$ cat src/rtl/perturbation_irq_ctrl.sv
// perturbation_irq_ctrl: sequences one irq at a time to the core (delay -> assert -> wait for ack)
module perturbation_irq_ctrl #(
  parameter int unsigned DLY_W          = 8,
  parameter int unsigned RAND_MIN_DELAY = 4,
  parameter int unsigned IRQ_ID_MIN     = 16,
  parameter int unsigned IRQ_ID_MAX     = 31,
  parameter logic [31:0] LFSR_SEED      = 32'h0000_0001,
  parameter int unsigned ACK_TIMEOUT    = 1024
) (
  input  logic             clk_i,
  input  logic             rst_ni,
  input  logic [31:0]      mode_i,
  input  logic [31:0]      pc_i,
  input  logic             pc_valid_i,
  input  logic [31:0]      pc_trig_addr_i,
  input  logic [4:0]       pc_trig_id_i,
  input  logic             sw_req_valid_i,
  output logic             sw_req_ready_o,
  input  logic [4:0]       sw_req_id_i,
  input  logic [DLY_W-1:0] sw_req_delay_i,
  output logic             irq_o,
  output logic [4:0]       irq_id_o,
  input  logic             irq_ack_i,
  input  logic [4:0]       irq_ack_id_i,
  output logic             busy_o,
  output logic [31:0]      irq_count_o,
  output logic             timeout_o
);
  typedef enum logic [1:0] {S_IDLE, S_WAIT, S_ASSERT} state_e;
  localparam logic [31:0] LFSR_MASK = 32'h8020_0003;
  localparam logic [31:0] M_RANDOM  = 32'd2;
  localparam logic [31:0] M_PC_TRIG = 32'd3;
  localparam logic [31:0] M_SW      = 32'd4;
  state_e           state_q, state_d;
  logic [DLY_W-1:0] cnt_q, cnt_d, rand_cnt;
  logic [4:0]       id_q, id_d, rand_id;
  logic [31:0]      mode_q, mode_d, lfsr_q, lfsr_d, count_q, count_d;
  logic             pc_armed_q, pc_armed_d, pc_hit, ack_ok;
`ifdef PERTURB_IRQ_TIMEOUT_EN
  logic [31:0]      wdog_q, wdog_d;
  logic             timeout_q, timeout_d;
`endif
  assign sw_req_ready_o = (state_q == S_IDLE) && (mode_i == M_SW);
  assign irq_o          = (state_q == S_ASSERT);
  assign irq_id_o       = id_q;
  assign busy_o         = (state_q != S_IDLE);
  assign irq_count_o    = count_q;
  always_comb begin
    state_d    = state_q;
    cnt_d      = cnt_q;
    id_d       = id_q;
    mode_d     = mode_q;
    count_d    = count_q;
    lfsr_d     = lfsr_q[0] ? ((lfsr_q >> 1) ^ LFSR_MASK) : (lfsr_q >> 1);
    pc_armed_d = (pc_valid_i && pc_i != pc_trig_addr_i) ? 1'b1 : pc_armed_q;
    pc_hit     = pc_valid_i && (pc_i == pc_trig_addr_i) && pc_armed_q;
    ack_ok     = irq_ack_i && (irq_ack_id_i == id_q);
    rand_cnt   = (lfsr_q[DLY_W-1:0] < DLY_W'(RAND_MIN_DELAY)) ? DLY_W'(RAND_MIN_DELAY) : lfsr_q[DLY_W-1:0];
    rand_id    = (lfsr_q[20:16] < 5'(IRQ_ID_MIN) || lfsr_q[20:16] > 5'(IRQ_ID_MAX)) ? 5'(IRQ_ID_MIN) : lfsr_q[20:16];
`ifdef PERTURB_IRQ_TIMEOUT_EN
    wdog_d     = (state_q == S_ASSERT) ? wdog_q + 32'd1 : 32'd0;
    timeout_d  = 1'b0;
`endif
    case (state_q)
      S_IDLE: begin
        if (mode_i == M_RANDOM) begin
          state_d = S_WAIT;
          cnt_d   = rand_cnt;
          id_d    = rand_id;
          mode_d  = mode_i;
        end else if (mode_i == M_PC_TRIG && pc_hit) begin
          state_d    = S_ASSERT;
          id_d       = pc_trig_id_i;
          pc_armed_d = 1'b0;
          mode_d     = mode_i;
        end else if (mode_i == M_SW && sw_req_valid_i) begin
          state_d = S_WAIT;
          cnt_d   = sw_req_delay_i;
          id_d    = sw_req_id_i;
          mode_d  = mode_i;
        end
      end
      S_WAIT: begin
        if (mode_i != mode_q) state_d = S_IDLE;
        else if (cnt_q == '0) state_d = S_ASSERT;
        else cnt_d = cnt_q - DLY_W'(1);
      end
      S_ASSERT: begin
        if (ack_ok) begin
          state_d = S_IDLE;
          count_d = (&count_q) ? count_q : count_q + 32'd1;
        end
`ifdef PERTURB_IRQ_TIMEOUT_EN
        else if (wdog_q == 32'(ACK_TIMEOUT - 1)) begin
          state_d   = S_IDLE;
          timeout_d = 1'b1;
        end
`endif
      end
      default: state_d = S_IDLE;
    endcase
  end
  always_ff @(posedge clk_i or negedge rst_ni) begin
    if (!rst_ni) begin
      state_q    <= S_IDLE;
      cnt_q      <= '0;
      id_q       <= '0;
      mode_q     <= '0;
      lfsr_q     <= LFSR_SEED;
      count_q    <= '0;
      pc_armed_q <= 1'b1;
    end else begin
      state_q    <= state_d;
      cnt_q      <= cnt_d;
      id_q       <= id_d;
      mode_q     <= mode_d;
      lfsr_q     <= lfsr_d;
      count_q    <= count_d;
      pc_armed_q <= pc_armed_d;
    end
  end
`ifdef PERTURB_IRQ_TIMEOUT_EN
  always_ff @(posedge clk_i or negedge rst_ni) begin
    if (!rst_ni) begin
      wdog_q    <= '0;
      timeout_q <= 1'b0;
    end else begin
      wdog_q    <= wdog_d;
      timeout_q <= timeout_d;
    end
  end
  assign timeout_o = timeout_q;
`else
  assign timeout_o = 1'b0;
`endif
endmodule

$ cat config.mk
export PLATFORM = sky130hd
export DESIGN_NAME = perturbation_irq_ctrl
export DESIGN_NICKNAME = d
export VERILOG_FILES = /design/src/rtl/perturbation_irq_ctrl.sv
export SDC_FILE = /design/constraint.sdc
export NUM_CORES = 1
export LEC_CHECK = 0
export BUFFER_PORTS_ARGS = -buffer_cell sky130_fd_sc_hd__buf_2
export CORE_MARGIN = 3
export CORE_UTILIZATION = 35
export CTS_CLUSTER_DIAMETER = 150
export DETAILED_ROUTE_END_ITERATION = 10
export PLACE_DENSITY = 0.7
export SYNTH_ARGS = -nofsm -noshare
export SYNTH_HDL_FRONTEND = slang
export SYNTH_SLANG_ARGS = --single-unit
export TNS_END_PERCENT = 1
$ cat constraint.sdc
create_clock -name clk_i -period 2.44 [get_ports clk_i]
set_input_delay 0.122 -clock clk_i [delete_from_list [all_inputs] [get_ports clk_i]]
set_output_delay 0.122 -clock clk_i [all_outputs]
set_load 0.01 [all_outputs]
; Yosys cells after proc, flatten, opt, wreduce, memory -nomap -nowiden
; Index checks and enable logic that the tools add are counted.
[word_totals]
rom_bits = 0
n_memories = 0
output_inout_bits = 41
in_bits = 124
latchBits = 0
elab_cells = 74
register_bits = 112
mem_bits_rw = 0
[classes]
order_cmp = 3
n_eq_ne = 16
add_sub_neg = 2
n_div = 0
n_reduce_logical = 18
multipliers = 0
mux = 26
shift = 0
bitwise_logic = 2
[ops]
columns = op, count
row1 = $mux W32, 4
row2 = $eq A32 B2 Y1 const B, 2
row3 = $ne A32 B32 Y1, 2
row4 = $mux W8, 6
row5 = $add A32 B1 Y32 const B, 1
row6 = $eq A32 B3 Y1 const B, 1
row7 = $eq A32 B32 Y1, 1
row8 = $reduce_and A32 Y1, 1
row9 = $mux W5, 4
row10 = $pmux W8 S2, 1
row11 = $mux W2, 6
row12 = $logic_not A8 Y1, 1
row13 = $lt A8 B3 Y1 const B, 1
row14 = $sub A8 B1 Y8 const B, 1
row15 = $logic_and A1 B1 Y1, 7
row16 = $ne A3 B3 Y1 const B, 2
row17 = $pmux W2 S3, 1
row18 = $reduce_and A3 Y1, 2
row19 = $eq A5 B5 Y1, 1
row20 = $gt A5 B5 Y1 const B, 1
row21 = $lt A5 B5 Y1 const B, 1
row22 = $reduce_and A5 Y1, 1
row23 = $mux W1, 4
row24 = $ne A2 B2 Y1 const B, 2
row25 = 12 further kinds, 13

; Logic depth before layout (Yosys ltp)
[logic_depth]
word_depth = 7
depth_mapped = 9
ltp_nobuf = 8

; Worst setup path after synthesis
; Ideal clock, no wire load.
[synth_path]
path_type = in2reg
startpoint = input mode_i[16]
endpoint = register mode_q[0]
t_required_ns = 2.312
path_buffers = 1
path_stages = 7
setup_ns = 0.128
t_arrival_ns = 2.054
setup_slack_ns = 0.259
path_cell_list = nor4_1 > nand4_1 > or4_4 > o31ai_4 > and2_1 > buf_4 > mux2_1
[synth_between]
elab_chain_cells = 4
word_cells_on_any_way = 9
classes_between = eq/ne: 3 / mux: 2 / reduce/logical: 4
[synth_rtl]
columns = item, line_no
row1 = from (decl), 12  ; input logic [31:0] mode_i,
row2 = $eq A32 B2 Y1 or $eq A32 B3 Y1 (tied branches), "71, 76"
row3 = $logic_and A1 B1 Y1 (on tied branches), "71, 76"
row4 = $reduce_bool A3 Y1 (no line) or $mux W32 (tied branches), n/a
row5 = $reduce_and A2 Y1 (no line) or $mux W32 (tied branches), n/a
row6 = to (signal assigned), 116  ; mode_q <= mode_d;
row7 = to (decl), 37  ; logic [31:0] mode_q, mode_d, lfsr_q, lfsr_d, count_q, count_d;
; Several ways; a longest one is shown, not always the timed one.
; A chain may end at the register's enable or synchronous reset.

; Worst setup path in the final report
[layout_path]
startpoint = register mode_q[0]
endpoint = register cnt_q[0]
[layout_between]
elab_chain_cells = 3
[layout_rtl]
columns = item, line_no
row1 = $ne A32 B32 Y1, 84  ; if (mode_i != mode_q) state_d = S_IDLE;
row2 = $ne A2 B2 Y1 (no line), n/a
row3 = $reduce_and A5 Y1 (no line), n/a
row4 = to (signal assigned), 114  ; cnt_q <= cnt_d;
row5 = to (decl), 35  ; logic [DLY_W-1:0] cnt_q, cnt_d, rand_cnt;
; Every way passes these cells.

==> results.toml <==
[place]
dp_hpwl_mm = 10.7
place_inst = 831
io_buffers = 163
gp_congestion = 0.848

[setup_path]
slowest_stage = "nor4_2"
cp.arrival_ns = 2.51
crit_chain = "xnor2_1 > nand4_1 > nor4_2 > buf_4 > a31oi_2 > or2_2 > a211o_1"
worst-path-max-fanout = 8
end_kind = "flip-flop"
ff2ff_setup_slack_ns = 0.16
cpPeakStageDelay_ns = 0.43
reg2reg_from = "mode_q[0]"
startpoint = "mode_q[0]"
worstSetupPathType = "flip-flop to flip-flop"
critPathRequiredTime_ns = 2.66
start_kind = "flip-flop"

[drt]
drcViolationCount = 0
firstDrtPassIters = 4
vias_per_cell = 5.08
antenna_left = 0
drtIter0Drc = 283
dr_total_vias = 4317
routed_wl_mm = 14.1
wl_per_cell_um = 16.5

[clock_network]
clk_path_buf_depth = 2
cts_tree = "done"
cts_max_level = 3
numCtsBuffers = 9
clk-insertion-delay-late_ns = 0.35
path_clk_slew_ns = 0.07
cts_setup_buffers = 0
clockRootBuffer = "clkbuf_16"
cts_sinks = 112

[synth]
syn_area_mm2 = 0.00536
ys_seq_area_share_pct = 52.4
yosysUniqueCellTypes = 52
ys_top_cells_by_area = "dfrtp_1 (51%), xnor2_1 (8.7%), xor2_1 (8.2%)"
syn_nets = 603
netlist_instances = 476
async_flop_share_pct = 100
synth-seq-cells = 112
avgSynthCellArea_um2 = 11.3
synth_top_area_share_pct = 51.4
synth_edf_count = 0
ys.warnings.count = 0
yosys.area.top_type = "dfrtp_1"
ys.flop_type = "dfrtp_1"

[power]
ir_drop_v = 0.000281
p_leak_nw = 3.40
cellPowerDensity_mw_per_mm2 = 543
power_mw = 3.74

[floorplan]
start_util_pct = 36.3
io_pins = 165
fp.dieW_um = 130
dieHeight_um = 130
core_mm2 = 0.0148
num_rows = 44
dieArea_mm2 = 0.0168

[timing]
finClkSkew_ns = 0.0140
fmax_ghz = 0.438
tns_ns = 0
rsz0062_at_grt = "false"
fin_crit_ns = 2.28
worstMarginPinSlew_ns = 0.605
hold_viol = 0
slew_headroom_pct = 59.7
slew_violations = 0
setup_viol = 0
finalCritPeriodShare_pct = 93.6

[status]
status = "completed"

[finish]
area_growth_pct = 28.5
most-common-layout-cells = "buf_2 (162), dfrtp_1 (110), xnor2_1 (53)"
mostFrequentLayoutCell = "buf_2"
fin_cells = 849
fin_nets = 786
final_layout_size_suffix_gt1_share_pct = 33.3

[global_routing]
grt_pass1_vias = 4373
groute.usage.overall_pct = 16.7
grt_max_degree = 113
grt_pass1_wl_mm = 22.1
grt_overflow = 0
antenna_found_initial = 1

[min_path]
min-delay-start = "pc_valid_i"
hp-class = "input port to flip-flop"

[flow_run]
maxCapViolations = 0
## kinds of logic after synthesis
group                    Yosys count  synth area share [%]
XOR/XNOR                         103                  16.8
AND/OR/NAND/NOR                  179                  19.7
multiplexers                      13                  2.62
AO/OA/AOI/OAI                     41                  5.56
buffers and inverters             24                  2.13
adder cells (fa/ha/maj)            3                 0.701
flip-flops                       112                  52.4
other                              1                0.0700
## synth_stat cells, types with 7 or more instances
cell type / number
a21oi_1: 11
clkbuf_1: 7
dfrtp_1: 110
inv_1: 10
nand2_1: 15
nand3_1: 16
nand4_1: 22
nor2_1: 19
nor2b_1: 36
nor3_1: 14
nor4_1: 25
xnor2_1: 53
xor2_1: 50
## where the power goes
group / switching (mW) / total (mW) / internal (mW)
logic: 0.138 / 0.271 / 0.133
registers: 0.00000000962 / 1.86 / 1.86
clock network: 0.655 / 1.61 / 0.959
total: 0.793 / 3.74 / 2.95
## cell type report
class	count	area (µm²)
Clock inverter	4	76.3
Fill cell	1356	7870
Inverter	10	37.5
Antenna cell	1	2.50
Clock buffer	12	256
Tap cell	184	230
Sequential cell	112	2810
Multi-Input combinational cell	340	2460
Timing Repair Buffer	186	1020
## worst paths after layout
check,endpoint,cells after the start
hold reg to reg,lfsr_q[22],0
setup / recovery,cnt_q[0],7
hold / removal,pc_armed_q,3
setup reg to reg,cnt_q[0],7
max in group asynchronous,irq_count_o[10],3
min in group asynchronous,mode_q[9],3
## through the flow
step                      cell area (µm²)  utilization (%)  setup WS (ns)  hold WS (ns)
after floorplan                      5360                -          0.259        -0.174
after global placement               6520             44.2         0.0565         0.242
after detailed placement             6520             44.2         0.0160         0.250
after CTS                            6860             46.5         0.0588        0.0432
after global routing                 6890             46.7         0.0279         0.101
final                                6890             46.7          0.155        0.0495
## critical path: cells and delay by family (launching register included)
| kind | cells | cell delay [ns] |
|---|---|---|
| buffers and inverters | 1 | 0.19 |
| XOR/XNOR | 1 | 0.22 |
| AO/OA/AOI/OAI | 2 | 0.41 |
| AND/OR/NAND/NOR | 3 | 0.94 |
| flip-flops | 1 | 0.40 |
## flip-flops by register name, indices dropped and copies added (netlist names)
signal / cells
cnt_q: 8
irq_count_o: 32
irq_id_o: 5
lfsr_q: 32
mode_q: 32
pc_armed_q: 1
state_q: 2
## metal layers
layer  wire [µm]  global-route usage, %
met3         622                   2.66
met1        6260                   22.8
met2        6770                   26.9
met4         399                   6.66
met5           0                      0
## timing repair
| item | in CTS | in global routing |
|---|---|---|
| gates resized for setup | 0 | 4 |
| hold buffers | 1 | 0 |
| hold endpoints to repair | 110 | 0 |
| endpoints found under the setup margin | 0 | 4 |
Power figures use the tool's default switching activity.
